<file path="src/rtl/seq_addsub_pkg.sv">
// ---------------------------------------------------------------------------
// seq_addsub_pkg
// Shared definitions for the chunk-serial adder/subtractor:
//   state_e - controller states (IDLE accepts, RUN adds, DONE presents)
//   nchunk  - number of CHUNK-bit slices making up a WIDTH-bit operand
// ---------------------------------------------------------------------------
package seq_addsub_pkg;

  typedef enum logic [1:0] {
    IDLE = 2'd0,
    RUN  = 2'd1,
    DONE = 2'd2
  } state_e;

  function automatic int nchunk(input int width, input int chunk);
    return width / chunk;
  endfunction

endpackage

</file>
<file path="src/rtl/seq_addsub_chunk.sv">
// ---------------------------------------------------------------------------
// addsub_chunk
// Combinational CHUNK-bit ripple-carry adder built from full-adder cells.
// Ports:
//   a_i, b_i  [CHUNK-1:0] : addends (b_i is already inverted for subtract)
//   c_i                   : carry into bit 0
//   s_o       [CHUNK-1:0] : sum slice
//   c_o                   : carry out of bit CHUNK-1
//   c_top_o               : carry into bit CHUNK-1 (used for overflow)
// ---------------------------------------------------------------------------
module addsub_chunk #(
  parameter int CHUNK = 4
) (
  input  logic [CHUNK-1:0] a_i,
  input  logic [CHUNK-1:0] b_i,
  input  logic             c_i,
  output logic [CHUNK-1:0] s_o,
  output logic             c_o,
  output logic             c_top_o
);

  // carry[i] is the carry into bit i
  logic [CHUNK:0] carry;

  assign carry[0] = c_i;

  for (genvar i = 0; i < CHUNK; i++) begin : g_fa
    assign s_o[i]       = a_i[i] ^ b_i[i] ^ carry[i];
    assign carry[i + 1] = (a_i[i] & b_i[i]) | (carry[i] & (a_i[i] ^ b_i[i]));
  end

  assign c_o     = carry[CHUNK];
  assign c_top_o = carry[CHUNK-1];

endmodule

</file>
<file path="src/rtl/seq_addsub.sv">
// ---------------------------------------------------------------------------
// seq_addsub
// Chunk-serial two's-complement adder/subtractor. One operand set is accepted
// in IDLE, CHUNK bits are added per clock LSB-first in RUN, and the result is
// held in DONE until the consumer takes it.
// Optional feature macro: SEQ_ADDSUB_OVF_EN (enables overflow tracking; when
// undefined, ovf is tied to 0).
// Ports:
//   clk, rst        : clock, synchronous active-high reset
//   in_valid/ready  : operand handshake (a, b, cin, sub)
//   out_valid/ready : result handshake (sum, cout, ovf)
// ---------------------------------------------------------------------------
module seq_addsub
  import seq_addsub_pkg::*;
#(
  parameter int WIDTH = 16,
  parameter int CHUNK = 4
) (
  input  logic             clk,
  input  logic             rst,
  input  logic             in_valid,
  output logic             in_ready,
  input  logic [WIDTH-1:0] a,
  input  logic [WIDTH-1:0] b,
  input  logic             cin,
  input  logic             sub,
  output logic             out_valid,
  input  logic             out_ready,
  output logic [WIDTH-1:0] sum,
  output logic             cout,
  output logic             ovf
);

  localparam int NCHUNK = nchunk(WIDTH, CHUNK);
  localparam int KW     = (NCHUNK > 1) ? $clog2(NCHUNK) : 1;

  if ((CHUNK < 1) || ((WIDTH % CHUNK) != 0)) begin : g_cfg_err
    $error("seq_addsub: WIDTH must be a positive multiple of CHUNK");
  end

  state_e           state_q;
  logic [KW-1:0]    k_q;
  logic             carry_q;
  logic [WIDTH-1:0] a_q;
  logic [WIDTH-1:0] b_q;     // b already transformed for the selected mode
  logic [WIDTH-1:0] sum_q;
  logic             cout_q;

  int               base;
  logic             last;
  logic [CHUNK-1:0] chunk_a;
  logic [CHUNK-1:0] chunk_b;
  logic [CHUNK-1:0] chunk_sum;
  logic             chunk_c;

  assign base    = int'(k_q) * CHUNK;
  assign last    = (k_q == KW'(NCHUNK - 1));
  assign chunk_a = a_q[base +: CHUNK];
  assign chunk_b = b_q[base +: CHUNK];

`ifdef SEQ_ADDSUB_OVF_EN
  logic chunk_ctop;

  addsub_chunk #(.CHUNK(CHUNK)) u_chunk (
    .a_i     (chunk_a),
    .b_i     (chunk_b),
    .c_i     (carry_q),
    .s_o     (chunk_sum),
    .c_o     (chunk_c),
    .c_top_o (chunk_ctop)
  );
`else
  logic chunk_ctop_unused;

  addsub_chunk #(.CHUNK(CHUNK)) u_chunk (
    .a_i     (chunk_a),
    .b_i     (chunk_b),
    .c_i     (carry_q),
    .s_o     (chunk_sum),
    .c_o     (chunk_c),
    .c_top_o (chunk_ctop_unused)
  );
`endif

  // Controller and datapath registers
  always_ff @(posedge clk) begin
    if (rst) begin
      state_q <= IDLE;
      k_q     <= '0;
      carry_q <= 1'b0;
      a_q     <= '0;
      b_q     <= '0;
      sum_q   <= '0;
      cout_q  <= 1'b0;
    end else begin
      case (state_q)
        IDLE: begin
          if (in_valid) begin
            a_q     <= a;
            // Subtract as a + ~b + 1; cin only matters when adding
            b_q     <= sub ? ~b : b;
            carry_q <= sub ? 1'b1 : cin;
            k_q     <= '0;
            state_q <= RUN;
          end
        end
        RUN: begin
          sum_q[base +: CHUNK] <= chunk_sum;
          carry_q              <= chunk_c;
          if (last) begin
            cout_q  <= chunk_c;
            k_q     <= '0;
            state_q <= DONE;
          end else begin
            k_q <= k_q + KW'(1);
          end
        end
        DONE: begin
          if (out_ready) begin
            state_q <= IDLE;
          end
        end
        default: state_q <= IDLE;
      endcase
    end
  end

`ifdef SEQ_ADDSUB_OVF_EN
  logic ovf_q;

  // Overflow captured together with the final chunk's carry
  always_ff @(posedge clk) begin
    if (rst) begin
      ovf_q <= 1'b0;
    end else if ((state_q == RUN) && last) begin
      ovf_q <= chunk_ctop ^ chunk_c;
    end
  end

  assign ovf = ovf_q;
`else
  assign ovf = 1'b0;
`endif

  assign in_ready  = (state_q == IDLE);
  assign out_valid = (state_q == DONE);
  assign sum       = sum_q;
  assign cout      = cout_q;

endmodule

</file>
<file path="config.mk">
export PLATFORM = sky130hd
export DESIGN_NAME = seq_addsub
export DESIGN_NICKNAME = d
export VERILOG_FILES = /design/src/rtl/seq_addsub_pkg.sv /design/src/rtl/seq_addsub_chunk.sv /design/src/rtl/seq_addsub.sv
export SDC_FILE = /design/constraint.sdc
export NUM_CORES = 1
export LEC_CHECK = 0
export ABC_CLOCK_PERIOD_IN_PS = 2700
export CORE_MARGIN = 2
export CORE_UTILIZATION = 45
export CTS_CLUSTER_DIAMETER = 80
export DETAILED_ROUTE_END_ITERATION = 10
export PLACE_DENSITY = 0.76
export SLEW_MARGIN = 20
export SYNTH_ARGS = -nofsm -noshare
export SYNTH_HDL_FRONTEND = slang
export SYNTH_SLANG_ARGS = --single-unit
</file>
<file path="constraint.sdc">
create_clock -name clk -period 2.7 [get_ports clk]
set_input_delay 0.675 -clock clk [delete_from_list [all_inputs] [get_ports clk]]
set_output_delay 0.675 -clock clk [all_outputs]
set_load 0.01 [all_outputs]
</file>
Word level (Yosys, flattened, before mapping)
Index checks and enable logic that the tools add are counted.

word-level totals
  flip-flop bits (word level) = 54
  input port bits = 38
  output and inout port bits = 20
  logic and storage cells = 58

operators by class
  $add $sub $neg = 2
  eq/ne operators = 6
  shift operators = 4
  multiplexer cells = 12
  bitwise logic cells = 21
  reduce and logical (&&, ||, !) cells = 6

operators by type and width
  operator                                                                 count
  4-bit negation with 33-bit output                                        1
  4-bit by 33-bit variable shift with 16-bit output, first input constant  1
  4-bit by 33-bit variable part select with 16-bit output                  1
  16-bit by 5-bit variable part select with 4-bit output                   2
  16-bit bitwise mux                                                       1
  16-bit 2-to-1 mux                                                        1
  16-bit NOT                                                               1
  2-bit 2-to-1 mux                                                         5
  1-bit AND                                                                8
  1-bit bitwise XOR                                                        8
  2-bit case mux with 3 select lines                                       1
  2-bit AND reduction                                                      3
  2-bit equality test, second input constant                               2
  2-bit inequality test, second input constant                             2
  1-bit bitwise OR                                                         4
  2-bit case mux with 2 select lines                                       1
  3-bit AND reduction                                                      1
  2-bit by 1-bit adder with 2-bit output, second input constant            1
  2-bit by 1-bit equality test with 1-bit output, second input constant    1
  2-bit zero test                                                          1
  1-bit 2-to-1 mux                                                         2
  2-bit by 1-bit inequality test with 1-bit output, second input constant  1
  1-bit case mux with 2 select lines                                       1
  2-bit nonzero test                                                       1

Depth between registers and ports, before layout
  word-level depth = 11
  depth in mapped cells = 13
  depth with buffers taken out = 12

Hierarchy
Synthesis repeated with hierarchy kept, for this count alone.

unflattened totals
  cell total of the unflattened synthesis = 269
  area total of the unflattened synthesis = 2533.7 um^2

by module, submodules not included
  module        times used  cells each  area an instance (um^2)  seq. area each (um^2)
  seq_addsub    1           257         2423.6                   1081.0
  addsub_chunk  1           12          110.1                    0.0

Worst setup path before layout
No wires, ideal clock.

  path type = register -> register
  from = register k_q[0]
  to = register sum_q[3] (netlist: sum[3])
  library setup time = 0.088 ns
  arrival = 2.748 ns
  data required time = 2.612 ns
  setup slack = -0.136 ns
  stages on the path, launching flop included = 10
  buffers on the path = 1
  period minus slack after synthesis = 2.836 ns
  cell sequence = dfxtp_1 -> buf_2 -> mux4_2 -> fa_1 -> inv_1 -> fa_1 -> inv_1 -> fa_1 -> inv_1 -> o32ai_2

on the way
  cells in the longest elaborated chain, start to end = 11
  elaborated cells on any way between the ends = 23
  those cells by class = add/sub: 1; shift: 4; mux: 1; bitwise: 17

RTL lines
  item                                                                       line                                            text
  start: declaration                                                         seq_addsub.sv:42                                logic [KW-1:0] k_q;
  start signal: assignment                                                   seq_addsub.sv:115                               k_q <= k_q + KW'(1);
  16-bit by 5-bit variable part select with 4-bit output (on tied branches)  seq_addsub.sv:58, seq_addsub.sv:59
  1-bit bitwise XOR                                                          seq_addsub_chunk.sv:28, seq_addsub_chunk.sv:29
  1-bit AND                                                                  seq_addsub_chunk.sv:29                          assign carry[i + 1] = (a_i[i] & b_i[i]) | (carry[i] & (a_i[i] ^ b_i[i]));
  1-bit bitwise OR                                                           seq_addsub_chunk.sv:29
  1-bit AND                                                                  seq_addsub_chunk.sv:29
  1-bit bitwise OR                                                           seq_addsub_chunk.sv:29
  1-bit AND                                                                  seq_addsub_chunk.sv:29
  1-bit bitwise OR                                                           seq_addsub_chunk.sv:29
  1-bit bitwise XOR                                                          seq_addsub_chunk.sv:28                          assign s_o[i] = a_i[i] ^ b_i[i] ^ carry[i];
  4-bit by 33-bit variable part select with 16-bit output                    seq_addsub.sv:108                               sum_q[base +: CHUNK] <= chunk_sum;
  16-bit bitwise mux *                                                       seq_addsub.sv:108
  end signal: indexed assignment                                             seq_addsub.sv:108
  end: declaration                                                           seq_addsub.sv:46                                logic [WIDTH-1:0] sum_q;

Every way passes the cells marked *; elsewhere a longest branch is shown, timed or not.
A chain may end at the register's enable or synchronous reset.

Final worst setup path
  from = register k_q[0]
  to = register sum_q[11] (netlist: sum[11])

The elaborated chain is that of the path after synthesis.

==> impl_metrics.json <==
{
  "arrival_ns": 2.95,
  "status": "finished, violations left",
  "reg2reg_depth": 11,
  "fin_crit_sh_pct": 100,
  "slew_violations": 0,
  "hold_class": "reg2reg",
  "busiest_layer": "met2",
  "nets": 376,
  "synth-seq-cells": 54,
  "wl_mm": 5.28,
  "cts_buffers": 5,
  "violations": "setup timing",
  "ant_nets": 0,
  "clockBufferDepth": 2,
  "drtIter0Drc": 101,
  "drive_above_1_share_pct": 14.0,
  "cts_max_level": 2,
  "gp_congestion": 0.838,
  "grt_first_pass_wirelength_mm": 8.83,
  "grt_max_degree": 40,
  "relSlewSlack_pct": 65.1,
  "groute.layer.met3.usage_pct": 4.64,
  "gr-total-overflow": 0,
  "post_layout_nonfiller_instances": 400,
  "crit_cells": 11,
  "rsz0062_at_grt": "yes",
  "insertedDiodeCount": 0,
  "synth.avg_cell_area_sq_um": 9.33,
  "fin_ws_ns": -0.00619,
  "finClkSkew_ns": 0.00528,
  "fin_hold_ws_ns": 0.456,
  "root_buffer": "clkbuf_8",
  "syn_area_sq_um": 2570,
  "num_rows": 27,
  "initial_core_util_pct": 46.6,
  "drt_pass1_iterations": 4,
  "p_leak_nw": 1.20,
  "synth.yosys.warnings": 0,
  "end_kind": "register",
  "cp_slowest_cell": "fa_2",
  "io-pin-count": 58,
  "remaining_drc_errors": 0,
  "antenna_found_initial": 0,
  "hpwl_mm": 4.03,
  "drv_cap": 0,
  "cts_tree": "done",
  "grt_util_met2_pct": 30.8,
  "final_util_pct": 60.2,
  "worstPathMaxFanout": 4,
  "use_met1_pct": 22.1,
  "clkLatencyLatePin_ns": 0.31,
  "tightest_slew_ns": 0.516,
  "yosysUniqueCellTypes": 35,
  "first_global_vias": 1914,
  "p_total_mw": 1.63,
  "syn_nets": 323,
  "cts_sinks": 54,
  "wire_per_inst_microns": 13.2,
  "syn_inst": 275,
  "min_path_cells": 2,
  "synth-seq-area-share_pct": 42.1,
  "core-area_sq_um": 5510,
  "dp_cells": 392,
  "path_buf_inv": 4,
  "final_area_sq_um": 3310,
  "crit_path_cell_trace": "mux4_2 -> inv_2 -> fa_2 -> inv_2 -> fa_2 -> inv_2 -> fa_2 -> inv_2 -> fa_2 -> nand4_1 -> a21oi_1",
  "power_density_nw_per_um2": 493,
  "dpl_cell_area_sq_um": 3210,
  "synth_edf_count": 0,
  "fp.dieH_microns": 79.5,
  "crit_type": "reg2reg",
  "die_w_microns": 79.5,
  "place_ws_ns": -0.0894,
  "synth_ff_type": "dfxtp_1",
  "layout_common_cells": "55 x clkdlybuf4s50_1, 53 x dfxtp_1, 39 x nand2_1, 29 x nor2_1, 24 x a21oi_1",
  "final-hold-violation-count": 0,
  "layout_commonest_cell": "clkdlybuf4s50_1",
  "synthArstFlopShare_pct": 0,
  "fmax_ghz": 0.370,
  "crit_family": "adder cells",
  "setup_viol": 1,
  "numPortBuffers": 56,
  "via_count": 2130,
  "critical_path.max_stage_delay_ns": 0.57,
  "ir_worst_vdd_uv": 246,
  "clkTransAtPathRegs_ns": 0.09,
  "cp-start-kind": "register",
  "worstPathRequired_ns": 2.94,
  "fin_crit_ns": 2.71,
  "die_area_sq_um": 6320,
  "syn2layout_area_growth_pct": 29.2,
  "grt_usage_pct": 18.0,
  "tns_ns": -0.00619,
  "vias_per_cell": 5.33
}
-- power breakdown --
part           leakage (nW)  internal [mW]  switching (mW)
Sequential            0.443          0.841          0.0287
Combinational         0.724          0.173           0.162
Clock                0.0362          0.177           0.253
-- worst paths after layout --
kind / slack, ns / from / endpoint
setup / recovery: -0.006 / k_q[0] / sum[11]
hold / removal: 0.46 / sum[9] / sum[9]
setup reg to reg: -0.006 / k_q[0] / sum[11]
hold reg to reg: 0.46 / sum[9] / sum[9]
-- worst reg2reg max path, stage by stage (launching register included) --
cell and delay (ns):
dfxtp_4 0.38, mux4_2 0.51, inv_2 0.08, fa_2 0.19
inv_2 0.04, fa_2 0.33, inv_2 0.06, fa_2 0.19
inv_2 0.04, fa_2 0.57, nand4_1 0.10, a21oi_1 0.16
-- cell usage after synthesis, drive strengths merged (2+ instances only) --
| master | instances | share of area (%) |
|---|---|---|
| a211oi | 16 | 4.7 |
| a21oi | 24 | 4.7 |
| a32oi | 8 | 2.7 |
| buf | 10 | 2.0 |
| clkbuf | 10 | 1.5 |
| dfxtp | 54 | 42 |
| fa | 4 | 3.1 |
| ha | 6 | 2.9 |
| inv | 15 | 2.2 |
| mux4 | 8 | 7.0 |
| nand2 | 39 | 5.7 |
| nand2b | 6 | 1.5 |
| nand3b | 4 | 1.2 |
| nand4 | 4 | 0.97 |
| nor2 | 29 | 4.2 |
| nor2b | 2 | 0.49 |
| nor3b | 2 | 0.78 |
| o21ai | 2 | 0.39 |
| o32ai | 4 | 2.5 |
| xnor2 | 16 | 5.5 |
-- routing by layer --
metal	share of wire, %	wire length, microns
met2	51	2700
met1	41	2160
met3	6.2	328
met4	1.8	93
met5	0	0
-- sequential cells by signal, summed over array words and instances, names as in the netlist --
signal,cells
a_q,16
carry_q,1
b_q,16
sum,16
cout,1
state_q,2
k_q,2
-- area by class of cell --
class / count / area [sq um]
inverters: 15 / 56.3
well taps: 72 / 90.1
multi-input cells: 186 / 1360
clock inverters: 2 / 15.0
flip-flops and latches: 54 / 1080
clock buffers: 5 / 68.8
repair buffers: 66 / 643
fillers: 485 / 2190
-- logic make-up after synthesis --
family	after synthesis	synth area share, %
flip-flops	54	42.1
AND/OR/NAND/NOR	94	17.5
multiplexers	9	7.41
other	1	0.146
AO/OA/AOI/OAI	56	15.7
buffers and inverters	35	5.66
XOR/XNOR	16	5.46
adder cells (fa/ha/maj)	10	6.05
-- timing repair --
item,CTS,global route
hold endpoints to repair,0,0
setup endpoints to repair,5,5
hold buffers,0,0
setup buffers,0,1
resized for setup,11,2
cloned,0,0
pin swaps,5,6
(Power assumes the default switching activity.)
